$ cat config.mk
export PLATFORM = sky130hd
export DESIGN_NAME = mult_datapath_flat
export DESIGN_NICKNAME = d
export VERILOG_FILES = /design/src/rtl/mult_datapath_pkg.sv /design/src/rtl/mult_datapath_if.sv /design/src/rtl/mult_datapath_alu.sv /design/src/rtl/mult_datapath.sv /design/src/flat_wrapper.sv
export SDC_FILE = /design/constraint.sdc
export NUM_CORES = 1
export LEC_CHECK = 0
export ABC_CLOCK_PERIOD_IN_PS = 5000
export CORE_UTILIZATION = 41
export CTS_CLUSTER_SIZE = 14
export DETAILED_ROUTE_END_ITERATION = 10
export PLACE_DENSITY = 0.76
export SYNTH_ARGS = -nofsm -noshare
export SYNTH_HDL_FRONTEND = slang
export SYNTH_SLANG_ARGS = --single-unit
$ cat constraint.sdc
create_clock -name SYS_CLOCK -period 5 [get_ports SYS_CLOCK]
set_input_delay 0.5 -clock SYS_CLOCK [delete_from_list [all_inputs] [get_ports SYS_CLOCK]]
set_output_delay 0.5 -clock SYS_CLOCK [all_outputs]
set_load 0.01 [all_outputs]
$ cat src/rtl/mult_datapath_pkg.sv
// Shared types and constants for the mult_datapath block.
// Optional cycle counter is enabled with the MULT_DP_CYCLE_COUNT_EN macro.
package mult_pkg;

    // Default operand width; the product is twice this wide.
    localparam int WIDTH_DEF = 3;

    // ALU operand-X select (MUX_IN2_CONT).
    localparam logic SEL_R1   = 1'b0;
    localparam logic SEL_R2   = 1'b1;

    // ALU operand-Y select (MUX_IN1_CONT).
    localparam logic SEL_A    = 1'b0;
    localparam logic SEL_ZERO = 1'b1;

    // Saturation ceiling of the optional cycle counter.
    localparam logic [7:0] CYCLE_MAX = 8'hFF;

    typedef enum logic [1:0] {
        ALU_ADD  = 2'd0,
        ALU_INC  = 2'd1,
        ALU_ZERO = 2'd2,
        ALU_PASS = 2'd3
    } alu_op_e;

    // Decode the raw controller ALU strobe into the enumerated op.
    function automatic alu_op_e to_alu_op(input logic [1:0] raw);
        return alu_op_e'(raw);
    endfunction

endpackage

$ cat src/rtl/mult_datapath_if.sv
// Controller <-> datapath strobe and result bus for mult_datapath.
// master: the MULT_FSM controller side; slave: the datapath.
interface mult_datapath_if #(
    parameter int WIDTH = mult_pkg::WIDTH_DEF
);

    logic [WIDTH-1:0]   A_IN;
    logic [WIDTH-1:0]   B_IN;
    logic               MUX_IN1_CONT;
    logic               MUX_IN2_CONT;
    logic [1:0]         ALU_CONT;
    logic               LOAD_A_REG;
    logic               LOAD_B_REG;
    logic               LOAD_R1_REG;
    logic               LOAD_R2_REG;
    logic               LOAD_F_REG;
    logic               R2_LT_B_1;
    logic [2*WIDTH-1:0] PRODUCT;
    logic               PRODUCT_VALID;

    modport master (
        output A_IN, B_IN, MUX_IN1_CONT, MUX_IN2_CONT, ALU_CONT,
               LOAD_A_REG, LOAD_B_REG, LOAD_R1_REG, LOAD_R2_REG, LOAD_F_REG,
        input  R2_LT_B_1, PRODUCT, PRODUCT_VALID
    );

    modport slave (
        input  A_IN, B_IN, MUX_IN1_CONT, MUX_IN2_CONT, ALU_CONT,
               LOAD_A_REG, LOAD_B_REG, LOAD_R1_REG, LOAD_R2_REG, LOAD_F_REG,
        output R2_LT_B_1, PRODUCT, PRODUCT_VALID
    );

endinterface

$ cat src/rtl/mult_datapath_alu.sv
// mult_alu: combinational ALU of the mult_datapath, product width wide.
module mult_alu
    import mult_pkg::*;
#(
    parameter int PW = 2 * WIDTH_DEF
) (
    input  alu_op_e       op,
    input  logic [PW-1:0] x,
    input  logic [PW-1:0] y,
    output logic [PW-1:0] res
);

    // Select the ALU result; addition wraps modulo 2^PW.
    always_comb begin
        res = x;
        case (op)
            ALU_ADD:  res = x + y;
            ALU_INC:  res = x + PW'(1);
            ALU_ZERO: res = '0;
            ALU_PASS: res = x;
            default:  res = x;
        endcase
    end

endmodule

$ cat src/rtl/mult_datapath.sv
// mult_datapath: repeated-addition multiplier datapath driven by MULT_FSM.
// Holds A/B operands, accumulator R1, counter R2 and result F.
// Define MULT_DP_CYCLE_COUNT_EN to add the CYCLE_COUNT output.
module mult_datapath
    import mult_pkg::*;
#(
    parameter int WIDTH = WIDTH_DEF
) (
    input  logic          SYS_CLOCK,
    input  logic          SYS_RESET,
    mult_datapath_if.slave dp
`ifdef MULT_DP_CYCLE_COUNT_EN
    ,
    output logic [7:0]    CYCLE_COUNT
`endif
);

    localparam int PW = 2 * WIDTH;

    logic [WIDTH-1:0] a_q, a_d;
    logic [WIDTH-1:0] b_q, b_d;
    logic [PW-1:0]    r1_q, r1_d;
    logic [WIDTH-1:0] r2_q, r2_d;
    logic [PW-1:0]    f_q, f_d;
    logic             valid_q, valid_d;

    logic [PW-1:0]    alu_x;
    logic [PW-1:0]    alu_y;
    logic [PW-1:0]    alu_res;
    logic [WIDTH:0]   r2_plus1;

    // Operand muxes in front of the ALU; R2 and A zero-extend to product width.
    always_comb begin
        alu_x = (dp.MUX_IN2_CONT == SEL_R2) ? {{WIDTH{1'b0}}, r2_q} : r1_q;
        alu_y = (dp.MUX_IN1_CONT == SEL_ZERO) ? '0 : {{WIDTH{1'b0}}, a_q};
    end

    mult_alu #(.PW(PW)) u_alu (
        .op  (to_alu_op(dp.ALU_CONT)),
        .x   (alu_x),
        .y   (alu_y),
        .res (alu_res)
    );

    // Independent load enables, all computed from pre-edge register values.
    always_comb begin
        a_d     = dp.LOAD_A_REG  ? dp.A_IN             : a_q;
        b_d     = dp.LOAD_B_REG  ? dp.B_IN             : b_q;
        r1_d    = dp.LOAD_R1_REG ? alu_res             : r1_q;
        r2_d    = dp.LOAD_R2_REG ? alu_res[WIDTH-1:0]  : r2_q;
        f_d     = dp.LOAD_F_REG  ? r1_q                : f_q;
        // A fresh operand load invalidates F, but an F load in the same cycle wins.
        valid_d = valid_q;
        if (dp.LOAD_A_REG) valid_d = 1'b0;
        if (dp.LOAD_F_REG) valid_d = 1'b1;
    end

    // Datapath register bank with synchronous reset overriding every strobe.
    always_ff @(posedge SYS_CLOCK) begin
        if (SYS_RESET) begin
            a_q     <= '0;
            b_q     <= '0;
            r1_q    <= '0;
            r2_q    <= '0;
            f_q     <= '0;
            valid_q <= 1'b0;
        end else begin
            a_q     <= a_d;
            b_q     <= b_d;
            r1_q    <= r1_d;
            r2_q    <= r2_d;
            f_q     <= f_d;
            valid_q <= valid_d;
        end
    end

    // Loop-status compare at WIDTH+1 bits so R2=2^WIDTH-1 cannot wrap to 0.
    always_comb begin
        r2_plus1     = {1'b0, r2_q} + (WIDTH + 1)'(1);
        dp.R2_LT_B_1 = (r2_plus1 < {1'b0, b_q});
    end

    assign dp.PRODUCT       = f_q;
    assign dp.PRODUCT_VALID = valid_q;

`ifdef MULT_DP_CYCLE_COUNT_EN
    logic [7:0] cnt_q, cnt_d;
    logic [7:0] cycle_count_q, cycle_count_d;

    // Count cycles of an operation in flight; latch the count when F loads.
    always_comb begin
        cnt_d = cnt_q;
        if (dp.LOAD_A_REG) begin
            cnt_d = '0;
        end else if (!valid_q && (cnt_q != CYCLE_MAX)) begin
            cnt_d = cnt_q + 8'd1;
        end
        cycle_count_d = dp.LOAD_F_REG ? cnt_q : cycle_count_q;
    end

    // Cycle counter registers.
    always_ff @(posedge SYS_CLOCK) begin
        if (SYS_RESET) begin
            cnt_q         <= '0;
            cycle_count_q <= '0;
        end else begin
            cnt_q         <= cnt_d;
            cycle_count_q <= cycle_count_d;
        end
    end

    assign CYCLE_COUNT = cycle_count_q;
`endif

endmodule
$ cat src/flat_wrapper.sv
// flat-port wrapper written by rule: the top's interface ports become plain ports
module mult_datapath_flat import mult_pkg::*;
#(
    parameter int WIDTH = WIDTH_DEF
)
  (SYS_CLOCK, SYS_RESET, dp_A_IN, dp_B_IN, dp_MUX_IN1_CONT, dp_MUX_IN2_CONT, dp_ALU_CONT, dp_LOAD_A_REG, dp_LOAD_B_REG, dp_LOAD_R1_REG, dp_LOAD_R2_REG, dp_LOAD_F_REG, dp_R2_LT_B_1, dp_PRODUCT, dp_PRODUCT_VALID);
  mult_datapath_if #(.WIDTH(WIDTH)) dp_i ();
  input  logic SYS_CLOCK;
  input  logic SYS_RESET;
  input wire logic [$bits(dp_i.A_IN)-1:0] dp_A_IN;
  input wire logic [$bits(dp_i.B_IN)-1:0] dp_B_IN;
  input wire logic [$bits(dp_i.MUX_IN1_CONT)-1:0] dp_MUX_IN1_CONT;
  input wire logic [$bits(dp_i.MUX_IN2_CONT)-1:0] dp_MUX_IN2_CONT;
  input wire logic [$bits(dp_i.ALU_CONT)-1:0] dp_ALU_CONT;
  input wire logic [$bits(dp_i.LOAD_A_REG)-1:0] dp_LOAD_A_REG;
  input wire logic [$bits(dp_i.LOAD_B_REG)-1:0] dp_LOAD_B_REG;
  input wire logic [$bits(dp_i.LOAD_R1_REG)-1:0] dp_LOAD_R1_REG;
  input wire logic [$bits(dp_i.LOAD_R2_REG)-1:0] dp_LOAD_R2_REG;
  input wire logic [$bits(dp_i.LOAD_F_REG)-1:0] dp_LOAD_F_REG;
  output wire logic [$bits(dp_i.R2_LT_B_1)-1:0] dp_R2_LT_B_1;
  output wire logic [$bits(dp_i.PRODUCT)-1:0] dp_PRODUCT;
  output wire logic [$bits(dp_i.PRODUCT_VALID)-1:0] dp_PRODUCT_VALID;
  assign dp_i.A_IN = dp_A_IN;
  assign dp_i.B_IN = dp_B_IN;
  assign dp_i.MUX_IN1_CONT = dp_MUX_IN1_CONT;
  assign dp_i.MUX_IN2_CONT = dp_MUX_IN2_CONT;
  assign dp_i.ALU_CONT = dp_ALU_CONT;
  assign dp_i.LOAD_A_REG = dp_LOAD_A_REG;
  assign dp_i.LOAD_B_REG = dp_LOAD_B_REG;
  assign dp_i.LOAD_R1_REG = dp_LOAD_R1_REG;
  assign dp_i.LOAD_R2_REG = dp_LOAD_R2_REG;
  assign dp_i.LOAD_F_REG = dp_LOAD_F_REG;
  assign dp_R2_LT_B_1 = dp_i.R2_LT_B_1;
  assign dp_PRODUCT = dp_i.PRODUCT;
  assign dp_PRODUCT_VALID = dp_i.PRODUCT_VALID;
  mult_datapath #(.WIDTH(WIDTH)) u_core (.SYS_CLOCK(SYS_CLOCK), .SYS_RESET(SYS_RESET), .dp(dp_i));
endmodule
[Yosys cells after proc, flatten, opt, wreduce, memory -nomap -nowiden]
Index checks and enable logic that the tools add are counted.
Word-level totals
  bits in registers: 22
  bits of input ports: 17
  word-level logic and storage cells: 20
Operators by class
  $add $sub $neg: 3
  order comparisons: 1
  equal/unequal tests: 3
  multiplexer cells: 5
  reductions and logical operators: 2
Operators with widths (count)
  case mux 6 bit (4 select lines): 1
  adder 6 x 1 -> 6 bit, second input constant: 1
  adder 6 bit: 1
  2-to-1 mux 6 bit: 1
  adder 3 x 1 -> 4 bit, second input constant: 1
  == test 2 bit, second input constant: 2
  < comparator 4 x 3 -> 1 bit: 1
  2-to-1 mux 3 bit: 1
  == test 2 x 1 -> 1 bit, second input constant: 1
  logical NOT 2 bit: 1
  2-to-1 mux 1 bit: 2
  nonzero test 2 bit: 1

[Depth between registers and ports, before layout]
Gate-level depths: netlist of the first run.
  word-level depth: 3
  mapped depth: 8

[Hierarchy]
From an unflattened synthesis of the first run, not the netlist that was laid out.
Second synthesis, totals
  cell total of the unflattened synthesis: 138
  area, all modules: 1271.2 um^2
By module, submodules not included
  mult_datapath: times used 1, cells each 91, area each 937.1 um^2
  mult_alu: times used 1, cells each 47, area each 334.1 um^2

[Worst setup path after synthesis of the first run]
Ideal clock, no wire load.
  path type: in2reg
  from: input port dp_MUX_IN2_CONT
  to: register u_core.r1_q[2]
  library setup time: 116 ps
  arrival: 2068 ps
  path slack: 2817 ps
  stages on the path: 8
  path buffers: 1
  cell sequence: buf_6 mux2_4 ha_1 fa_1 xor2_1 nor2_1 nor3_1 a31o_1
Between the ends
  cells in the longest elaborated chain, start to end: 3
  elaborated cells on any way between the ends: 4
  classes of those cells: add/sub (2); mux (2)
Ends and longest elaborated chain
  start: declaration: RTL line flat_wrapper.sv:13  | input wire logic [$bits(dp_i.MUX_IN2_CONT)-1:0] dp_MUX_IN2_CONT;
  2-to-1 mux 6 bit (*): RTL line mult_datapath.sv:34  | alu_x = (dp.MUX_IN2_CONT == SEL_R2) ? {{WIDTH{1'b0}}, r2_q} : r1_q;
  adder 6 x 1 -> 6 bit or adder 6 bit (tied branches): RTL line mult_datapath_alu.sv:18, mult_datapath_alu.sv:17
  case mux 6 bit (4 select lines) (*): RTL line mult_datapath_alu.sv:16  | case (op)
  end signal: assignment: RTL line mult_datapath.sv:70  | r1_q <= r1_d;
  end: declaration: RTL line mult_datapath.sv:22  | logic [PW-1:0] r1_q, r1_d;
Mark *: on every way between the ends. The rest lies on a longest branch, timed or not.
A chain may end at the register's enable or synchronous reset.

[Worst setup path after layout of the first run]
  from: register u_core.r2_q[0]
  to: output port dp_R2_LT_B_1
Between the ends
  cells in the longest elaborated chain, start to end: 2
Ends and longest elaborated chain
  start: declaration: RTL line mult_datapath.sv:23  | logic [WIDTH-1:0] r2_q, r2_d;
  start signal: assignment: RTL line mult_datapath.sv:71  | r2_q <= r2_d;
  adder 3 x 1 -> 4 bit: RTL line mult_datapath.sv:79  | r2_plus1 = {1'b0, r2_q} + (WIDTH + 1)'(1);
  < comparator 4 x 3 -> 1 bit: RTL line mult_datapath.sv:80  | dp.R2_LT_B_1 = (r2_plus1 < {1'b0, b_q});
  end: declaration: RTL line flat_wrapper.sv:20  | output wire logic [$bits(dp_i.R2_LT_B_1)-1:0] dp_R2_LT_B_1;
No other way between the ends.

==> flow_metrics.env, run 1 <==
export IMPL_cts_resized=0
export IMPL_hold_class="reg -> reg"
export IMPL_drt_iter0_drc=20
export IMPL_clk_pin_slew_ns=0.10
export IMPL_antenna_found_initial=0
export IMPL_syn_num_nets=145
export IMPL_diodes=0
export IMPL_antenna_left=0
export IMPL_slowest_stage="clkdlybuf4s50_1"
export IMPL_num_fill_cells=238
export IMPL_die_h_um=54.7
export IMPL_die_area_sq_um=2990
export IMPL_cts_made_buffers=3
export IMPL_worst_clock_skew_ns=0.0101
export IMPL_critPathMostFrequentCell="ha_1"
export IMPL_synth_warning_count=0
export IMPL_clock_sinks=22
export IMPL_slew_headroom_pct=48.5
export IMPL_drive_gt1_share_pct=9.09
export IMPL_grt_pass1_vias=950
export IMPL_hold_slack_ns=0.510
export IMPL_post_place_cells=170
export IMPL_slew_viol_final=0
export IMPL_port_buffers=24
export IMPL_grt_pass1_wl_um=4100
export IMPL_place_congestion=0.784
export IMPL_period_share_pct=54.3
export IMPL_nNetsFinal=169
export IMPL_max_clock_freq_mhz=368
export IMPL_syn_avg_cell_area_sq_um=9.41
export IMPL_hold_viol=0
export IMPL_die_w_um=54.7
export IMPL_wl_per_cell_um=14.3
export IMPL_setup_viol=0
export IMPL_seq_area_frac_synth_pct=38.7
export IMPL_worst_pin_slew_ns=0.770
export IMPL_cts_tree="built"
export IMPL_crit_family="buffers and inverters"
export IMPL_crit_buf_inv=1
export IMPL_r2r_slack_ns=3.00
export IMPL_core_sq_um=2540
export IMPL_initial_core_util_pct=44.7
export IMPL_start_kind="flop"
export IMPL_fin_cells=173
export IMPL_ctsRootBufferMaster="clkbuf_4"
export IMPL_wl_um=2480
export IMPL_path_max_fanout=5
export IMPL_dr_pass1_iters=4
export IMPL_area_growth_pct=23.8
export IMPL_hold_buffers=0
export IMPL_criticalPathCategory="reg -> out"
export IMPL_placementRows=18
export IMPL_synth_ff_latch_count=22
export IMPL_fin_tns_setup_ns=0
export IMPL_grt_max_degree=23
export IMPL_worstPathRequired_ns=4.50
export IMPL_routed_via_count=961
export IMPL_rsz0062_at_grt="false"
export IMPL_p_leak_nw=0.617
export IMPL_stdcell_area_sq_um=1410
export IMPL_clock_path_buffers=2
export IMPL_htreeDepth=1
export IMPL_status="finished clean"
export IMPL_io_pins=25
export IMPL_dpl_cell_area_sq_um=1390
export IMPL_drcViolationCount=0
export IMPL_viasPerCell=5.55
export IMPL_synth_cells=121
export IMPL_slowest_delay_ns=0.58
export IMPL_maxCapViolations=0
export IMPL_finalCriticalPeriod_ns=2.72
export IMPL_layout_common_cells="clkdlybuf4s50_1 (24), dfxtp_1 (22), nor2_1 (19)"
export IMPL_post_cts_buffers=0
export IMPL_clk_latency_ns=0.29
export IMPL_path_cells="ha_1 -> xor2_1 -> ha_1 -> nor2b_1 -> a311oi_1 -> clkdlybuf4s50_1"
export IMPL_p_per_area_nw_per_um2=237
export IMPL_cp_end_kind="output port"
export IMPL_grt_usage_pct=19.1
export IMPL_final_common_cell="clkdlybuf4s50_1"
export IMPL_critPathArrivalTime_ns=2.22
export IMPL_syn_cell_area_sq_um=1140
export IMPL_dpl_hpwl_um=1940
export IMPL_ys_types=38
export IMPL_vdd_drop_max_mv=0.154
export IMPL_overflow=0
[area by class of cell]
cell class | count | area [sq um] | share of cell area [%]
Sequential cell | 22 | 440 | 31.2
Timing Repair Buffer | 24 | 240 | 17.0
Clock buffer | 3 | 22.5 | 1.60
Inverter | 10 | 38.8 | 2.75
Tap cell | 30 | 37.5 | 2.66
Multi-Input combinational cell | 84 | 631 | 44.7
[state kept, by name, summed over array words and instances (netlist names)]
signal                   cells
u_core.a_q                   3
u_core.b_q                   3
u_core.dp.PRODUCT            6
u_core.dp.PRODUCT_VALID      1
u_core.r1_q                  6
u_core.r2_q                  3
[cells by family after synthesis]
family	Yosys count	share of synthesized area, %
buffers and inverters	15	5.93
adders and majority gates	7	8.35
xor gates and xnor gates	2	1.54
DFF	22	38.7
muxes	15	14.5
AOI/OAI and AO/OA	25	16.9
and+or+nand+nor	35	14.1
[synthesized netlist by cell type, drive strengths merged]
cell type  instances  area (sq um)
a211oi             5          37.5
or3                1          6.26
mux2               3          45.0
nand3              2          10.0
o311ai             1          8.76
nor4               2          12.5
nand2              4          15.0
inv                9          33.8
o211ai             1          12.5
nor3               1          5.00
ha                 6          75.1
buf                3          20.0
and3               2          12.5
clkbuf             2          8.75
and2               2          12.5
nor2b              2          15.0
a311oi             1          8.76
fa                 1          20.0
o21ai              1          5.00
dfxtp             22           440
a211o              1          10.0
nor2              19          71.3
a311o              1          10.0
o211a              1          10.0
o41ai              1          8.76
a31o               1          8.76
clkinv             1          5.00
mux2i             12           120
xor2               2          17.5
o31ai              1          7.51
a21oi              8          51.3
o21a               1          7.51
o22ai              1          6.26
[power breakdown]
| part | switching, mW | total [mW] | internal, mW |
|---|---|---|---|
| Sequential | 0.00643 | 0.189 | 0.183 |
| Clock | 0.0474 | 0.0754 | 0.0280 |
| Combinational | 0.0322 | 0.0691 | 0.0369 |
[tightest hold or removal path: cells and delay by family (launching register included)]
| family | cells | cell delay (ns) |
|---|---|---|
| simple gates | 1 | 0.07 |
| flops | 1 | 0.35 |
| mux | 1 | 0.07 |
[stage by stage]
step                      total power [mW]  setup WS, ns  utilization, %
after floorplan                      0.232          2.82               -
final                                0.334          2.28            55.4
after detailed placement             0.262          2.10            54.5
after CTS                            0.337          2.26            55.4
after global routing                 0.351          2.14            55.4
after global placement               0.259          2.18            54.5
[metal layers]
layer,up-vias,global-route usage (%),wire length [um],part of all wire [%]
met5,-,0,0,0
met4,0,8.12,23,0.93
met3,4,2.50,123,5.0
met2,31,31.5,1140,46
met1,454,24.7,1190,48
li1,472,-,-,-
[path summary, 6_finish.rpt]
kind | cells after the start | start | to
hold / removal | 2 | u_core.b_q[0] | u_core.b_q[0]
setup reg to reg | 7 | u_core.r2_q[0] | u_core.r1_q[4]
hold reg to reg | 2 | u_core.b_q[0] | u_core.b_q[0]
setup / recovery | 6 | u_core.r2_q[0] | dp_R2_LT_B_1
Power figures use the tool's default switching activity.
==> run 2, diff against run 1 <==
ABC_CLOCK_PERIOD_IN_PS = 2600   (was 5000)
clock period = 2.6 ns   (was 5 ns; I/O delays follow)
==> run 2 against run 1 <==
- die area did not move
- utilization rose by 1.6 points
- clock-buffer cell count unchanged
- clock skew is 0.0057 ns lower
- sequential share of layout area decreased by 0.80 points
- register-to-register slack worse by 2.4 ns
- wire length is 3.0% higher
- first-iteration DRC count fell by 55%
- critical path type is now in -> reg
==> flow_metrics.env, run 2 (synthesized netlist as in run 1, its figures left out) <==
export IMPL_worstPathRequired_ns=2.79
export IMPL_hold_slack_ns=0.510
export IMPL_overflow=0
export IMPL_drcViolationCount=0
export IMPL_die_h_um=54.7
export IMPL_p_per_area_nw_per_um2=445
export IMPL_critPathArrivalTime_ns=2.34
export IMPL_diodes=0
export IMPL_finalCriticalPeriod_ns=2.14
export IMPL_grt_pass1_wl_um=4150
export IMPL_hold_viol=0
export IMPL_layout_common_cells="clkdlybuf4s50_1 (23), dfxtp_1 (21), nor2_1 (19)"
export IMPL_p_leak_nw=0.653
export IMPL_dpl_hpwl_um=2010
export IMPL_cts_resized=0
export IMPL_ctsRootBufferMaster="clkbuf_4"
export IMPL_stdcell_area_sq_um=1450
export IMPL_maxCapViolations=0
export IMPL_cts_tree="built"
export IMPL_routed_via_count=978
export IMPL_final_common_cell="clkdlybuf4s50_1"
export IMPL_clk_pin_slew_ns=0.11
export IMPL_core_sq_um=2540
export IMPL_setup_viol=0
export IMPL_wl_per_cell_um=14.4
export IMPL_status="finished clean"
export IMPL_place_congestion=0.852
export IMPL_final_core_util_pct=57.0
export IMPL_slew_headroom_pct=74.8
export IMPL_clock_path_buffers=2
export IMPL_hold_class="reg -> reg"
export IMPL_grt_usage_pct=19.6
export IMPL_period_share_pct=82.5
export IMPL_antenna_found_initial=0
export IMPL_path_max_fanout=4
export IMPL_wl_um=2560
export IMPL_max_clock_freq_mhz=466
export IMPL_clk_latency_ns=0.29
export IMPL_placementRows=18
export IMPL_slew_viol_final=0
export IMPL_preCtsSetupSlack_ns=0.148
export IMPL_fin_ws_ns=0.456
export IMPL_hold_buffers=0
export IMPL_worst_pin_slew_ns=0.378
export IMPL_dr_pass1_iters=4
export IMPL_die_w_um=54.7
export IMPL_nNetsFinal=174
export IMPL_grt_pass1_vias=952
export IMPL_vdd_drop_max_mv=0.319
export IMPL_r2r_slack_ns=0.64
export IMPL_cts_made_buffers=3
export IMPL_viasPerCell=5.49
export IMPL_fin_tns_setup_ns=0
export IMPL_die_area_sq_um=2990
export IMPL_htreeDepth=1
export IMPL_criticalPathCategory="in -> reg"
export IMPL_io_pins=25
export IMPL_rsz0062_at_grt="false"
export IMPL_post_cts_buffers=0
export IMPL_dpl_cell_area_sq_um=1430
export IMPL_grt_max_degree=23
export IMPL_start_kind="primary input"
export IMPL_clock_sinks=22
export IMPL_drive_gt1_share_pct=12.8
export IMPL_port_buffers=24
export IMPL_cp_end_kind="flop"
export IMPL_area_growth_pct=27.5
export IMPL_drt_iter0_drc=9
export IMPL_initial_core_util_pct=44.7
export IMPL_antenna_left=0
export IMPL_worst_clock_skew_ns=0.00435
run 2: critical path, cell delays in order:
cell and delay, ns:
clkdlybuf4s50_1 0.52, buf_4 0.15, mux2_4 0.32, ha_1 0.28, a211o_2 0.13, o211ai_2 0.12
o211a_1 0.24, a311o_1 0.31
run 2: routing by layer:
layer	vias to the layer above	track usage (%)	wire length, um
met1	468	25.5	1150
met3	4	3.06	112
li1	484	-	-
met4	0	9.40	23
met2	22	31.3	1270
met5	-	0	0
run 2: path summary, 6_finish.rpt:
kind                   startpoint             end  cells past startpoint
setup / recovery  dp_MUX_IN2_CONT  u_core.r1_q[5]                      8
hold / removal      u_core.b_q[2]   u_core.b_q[2]                      2
setup reg to reg   u_core.r1_q[0]  u_core.r1_q[2]                      7
hold reg to reg     u_core.b_q[2]   u_core.b_q[2]                      2
run 2: cell type report:
type                       instances  area, sq um
sequential                        22          442
timing repair buffer              29          280
clock buffer                       3         22.5
fill                             230         1090
inverter                          10         38.8
multi-input combinational         84          631
tap                               30         37.5
run 2: metrics by stage:
step | std cells | power, mW
after floorplan | 121 | 0.445
after global placement | 175 | 0.504
after detailed placement | 175 | 0.511
after CTS | 178 | 0.653
after global routing | 178 | 0.680
final | 178 | 0.646
run 2: where the power goes:
group / switching [mW] / total (mW) / internal, mW
sequential: 0.0119 / 0.364 / 0.352
clock: 0.0903 / 0.144 / 0.0538
combinational: 0.0639 / 0.138 / 0.0744
total: 0.166 / 0.646 / 0.480
==> run 3, diff against run 2 <==
ABC_CLOCK_PERIOD_IN_PS = 1800   (was 2600)
PLACE_DENSITY = 0.79   (was 0.76)
clock period = 1.8 ns   (was 2.6 ns; I/O delays follow)
==> run 3 against run 2 <==
- the flow now finishes with violations (setup timing)
- first-iteration DRC count grew to 2.8 times the previous value
- combinational power is 88% higher
- clock power grew to 2.7 times the previous value
- highest routed layer unchanged
==> flow_metrics.env, run 3 (synthesized netlist as in run 1, its figures left out) <==
export IMPL_status="complete, but fails checks"
export IMPL_violations="setup timing"
export IMPL_busiest_layer="met2"
export IMPL_layout_common_cells="clkdlybuf4s50_1 (22), dfxtp_1 (20), nor2_1 (19)"
export IMPL_vdd_drop_max_mv=0.586
export IMPL_grt_pass1_vias=1031
export IMPL_maxCapViolations=0
export IMPL_worstHoldPathCells=3
export IMPL_multi_input_area_sq_um=743
export IMPL_grt_max_degree=20
export IMPL_rsz0062_at_grt="true"
export IMPL_setup_viol=8
export IMPL_drt_iter0_drc=25
export IMPL_worstPathRequired_ns=2.02
export IMPL_drcViolationCount=0
export IMPL_slowest_stage="fa_2"
export IMPL_die_h_um=54.7
export IMPL_num_fill_cells=202
export IMPL_slew_viol_final=0
export IMPL_worst_clock_skew_ns=0.00274
export IMPL_path_max_fanout=2
export IMPL_crit_buf_inv=1
export IMPL_grt_pass1_wl_um=4480
export IMPL_finalCriticalPeriod_ns=2.04
export IMPL_critPathArrivalTime_ns=2.26
export IMPL_clock_path_buffers=2
export IMPL_period_share_pct=114
export IMPL_routed_via_count=1056
export IMPL_dr_pass1_iters=4
export IMPL_clk_latency_ns=0.31
export IMPL_viasPerCell=5.50
export IMPL_dpl_hpwl_um=2060
export IMPL_crit_family="adder cells"
export IMPL_wl_um=3040
export IMPL_slowest_delay_ns=0.38
export IMPL_clk_pin_slew_ns=0.13
export IMPL_place_congestion=0.888
export IMPL_max_clock_freq_mhz=489
export IMPL_diodes=0
export IMPL_path_cells="buf_6 -> mux2_4 -> ha_4 -> fa_2 -> xor2_1 -> nor2_1 -> nor3_1 -> a31o_1"
export IMPL_fin_ws_ns=-0.243
export IMPL_port_buffers=24
export IMPL_drive_gt1_share_pct=30.2
export IMPL_antenna_found_initial=0
export IMPL_seq_area_sq_um=443
export IMPL_cp_depth=8
export IMPL_use_met3_pct=3.61
export IMPL_preCtsSetupSlack_ns=-0.527
export IMPL_hold_viol=0
export IMPL_cp_end_kind="flop"
export IMPL_start_kind="flop"
export IMPL_clock_sinks=22
export IMPL_die_w_um=54.7
export IMPL_slew_headroom_pct=74.4
export IMPL_nNetsFinal=187
export IMPL_cts_made_buffers=3
export IMPL_wl_per_cell_um=15.8
export IMPL_criticalPathCategory="reg -> reg"
export IMPL_hold_class="in -> reg"
export IMPL_worst_r2r_cell_count=8
export IMPL_area_growth_pct=48.2
export IMPL_core_sq_um=2540
export IMPL_cts_tree="built"
export IMPL_grt_usage_pct=21.2
export IMPL_p_per_area_nw_per_um2=694
export IMPL_htreeDepth=1
export IMPL_hold_buffers=0
export IMPL_overflow=0
export IMPL_finalPower_mw=1.17
export IMPL_antenna_left=0
export IMPL_io_pins=25
export IMPL_ctsRootBufferMaster="clkbuf_4"
export IMPL_p_leak_nw=0.730
export IMPL_initial_core_util_pct=44.7
export IMPL_fin_tns_setup_ns=-0.593
export IMPL_die_area_sq_um=2990
export IMPL_final_common_cell="clkdlybuf4s50_1"
export IMPL_worst_pin_slew_ns=0.382
export IMPL_placementRows=18
export IMPL_use_met1_pct=24.5
export IMPL_grt_use_met2_pct=38.8
==> run 3: tightest hold or removal path, cell delays in order <==
cell             delay [ns]
clkdlybuf4s50_1        0.41
mux2i_1                0.13
nor2_1                 0.05
==> run 3: worst paths after layout <==
check / start / to / slack (ns)
max: u_core.r2_q[0] / u_core.r1_q[2] / -0.24
min: dp_A_IN[0] / u_core.a_q[0] / 0.48
max reg2reg: u_core.r2_q[0] / u_core.r1_q[2] / -0.24
min reg2reg: u_core.dp.PRODUCT[1] / u_core.dp.PRODUCT[1] / 0.51
==> run 3: area by class of cell <==
cell class              count  area share, %
multi-input cells          84           44.0
well taps                  30           2.22
repair buffers             42           22.1
clock buffers               3           1.33
clock inverters             1           1.78
inverters                  10           2.30
flip-flops and latches     22           26.2
==> run 3: through the flow <==
step | cell area (sq um) | util, % | std cells | hold WS (ns)
finish | 1690 | 66.3 | 192 | 0.482
global route | 1690 | 66.3 | 192 | 0.491
CTS | 1640 | 64.4 | 191 | 0.482
detailed placement | 1510 | 59.1 | 185 | 0.480
global placement | 1510 | 59.1 | 185 | 0.473
floorplan | 1140 | - | 121 | 0.276
==> run 3: metal layers <==
layer,vias up,routed length [um]
li1,507,-
met1,510,1190
met2,33,1660
met3,6,159
met4,0,31
met5,-,0
==> run 3: where the power goes <==
part / switching, mW / internal, mW / total (mW)
sequential: 0.0157 / 0.509 / 0.524
clock: 0.163 / 0.225 / 0.388
combinational: 0.121 / 0.139 / 0.259
==> run 3: timing repair <==
action / 4_1_cts / 5_1_grt
buffers inserted: 2 / 1
pin swaps: 15 / 4
gates resized for setup: 18 / 6
gates cloned: 0 / 0
setup endpoints to repair: 8 / 8
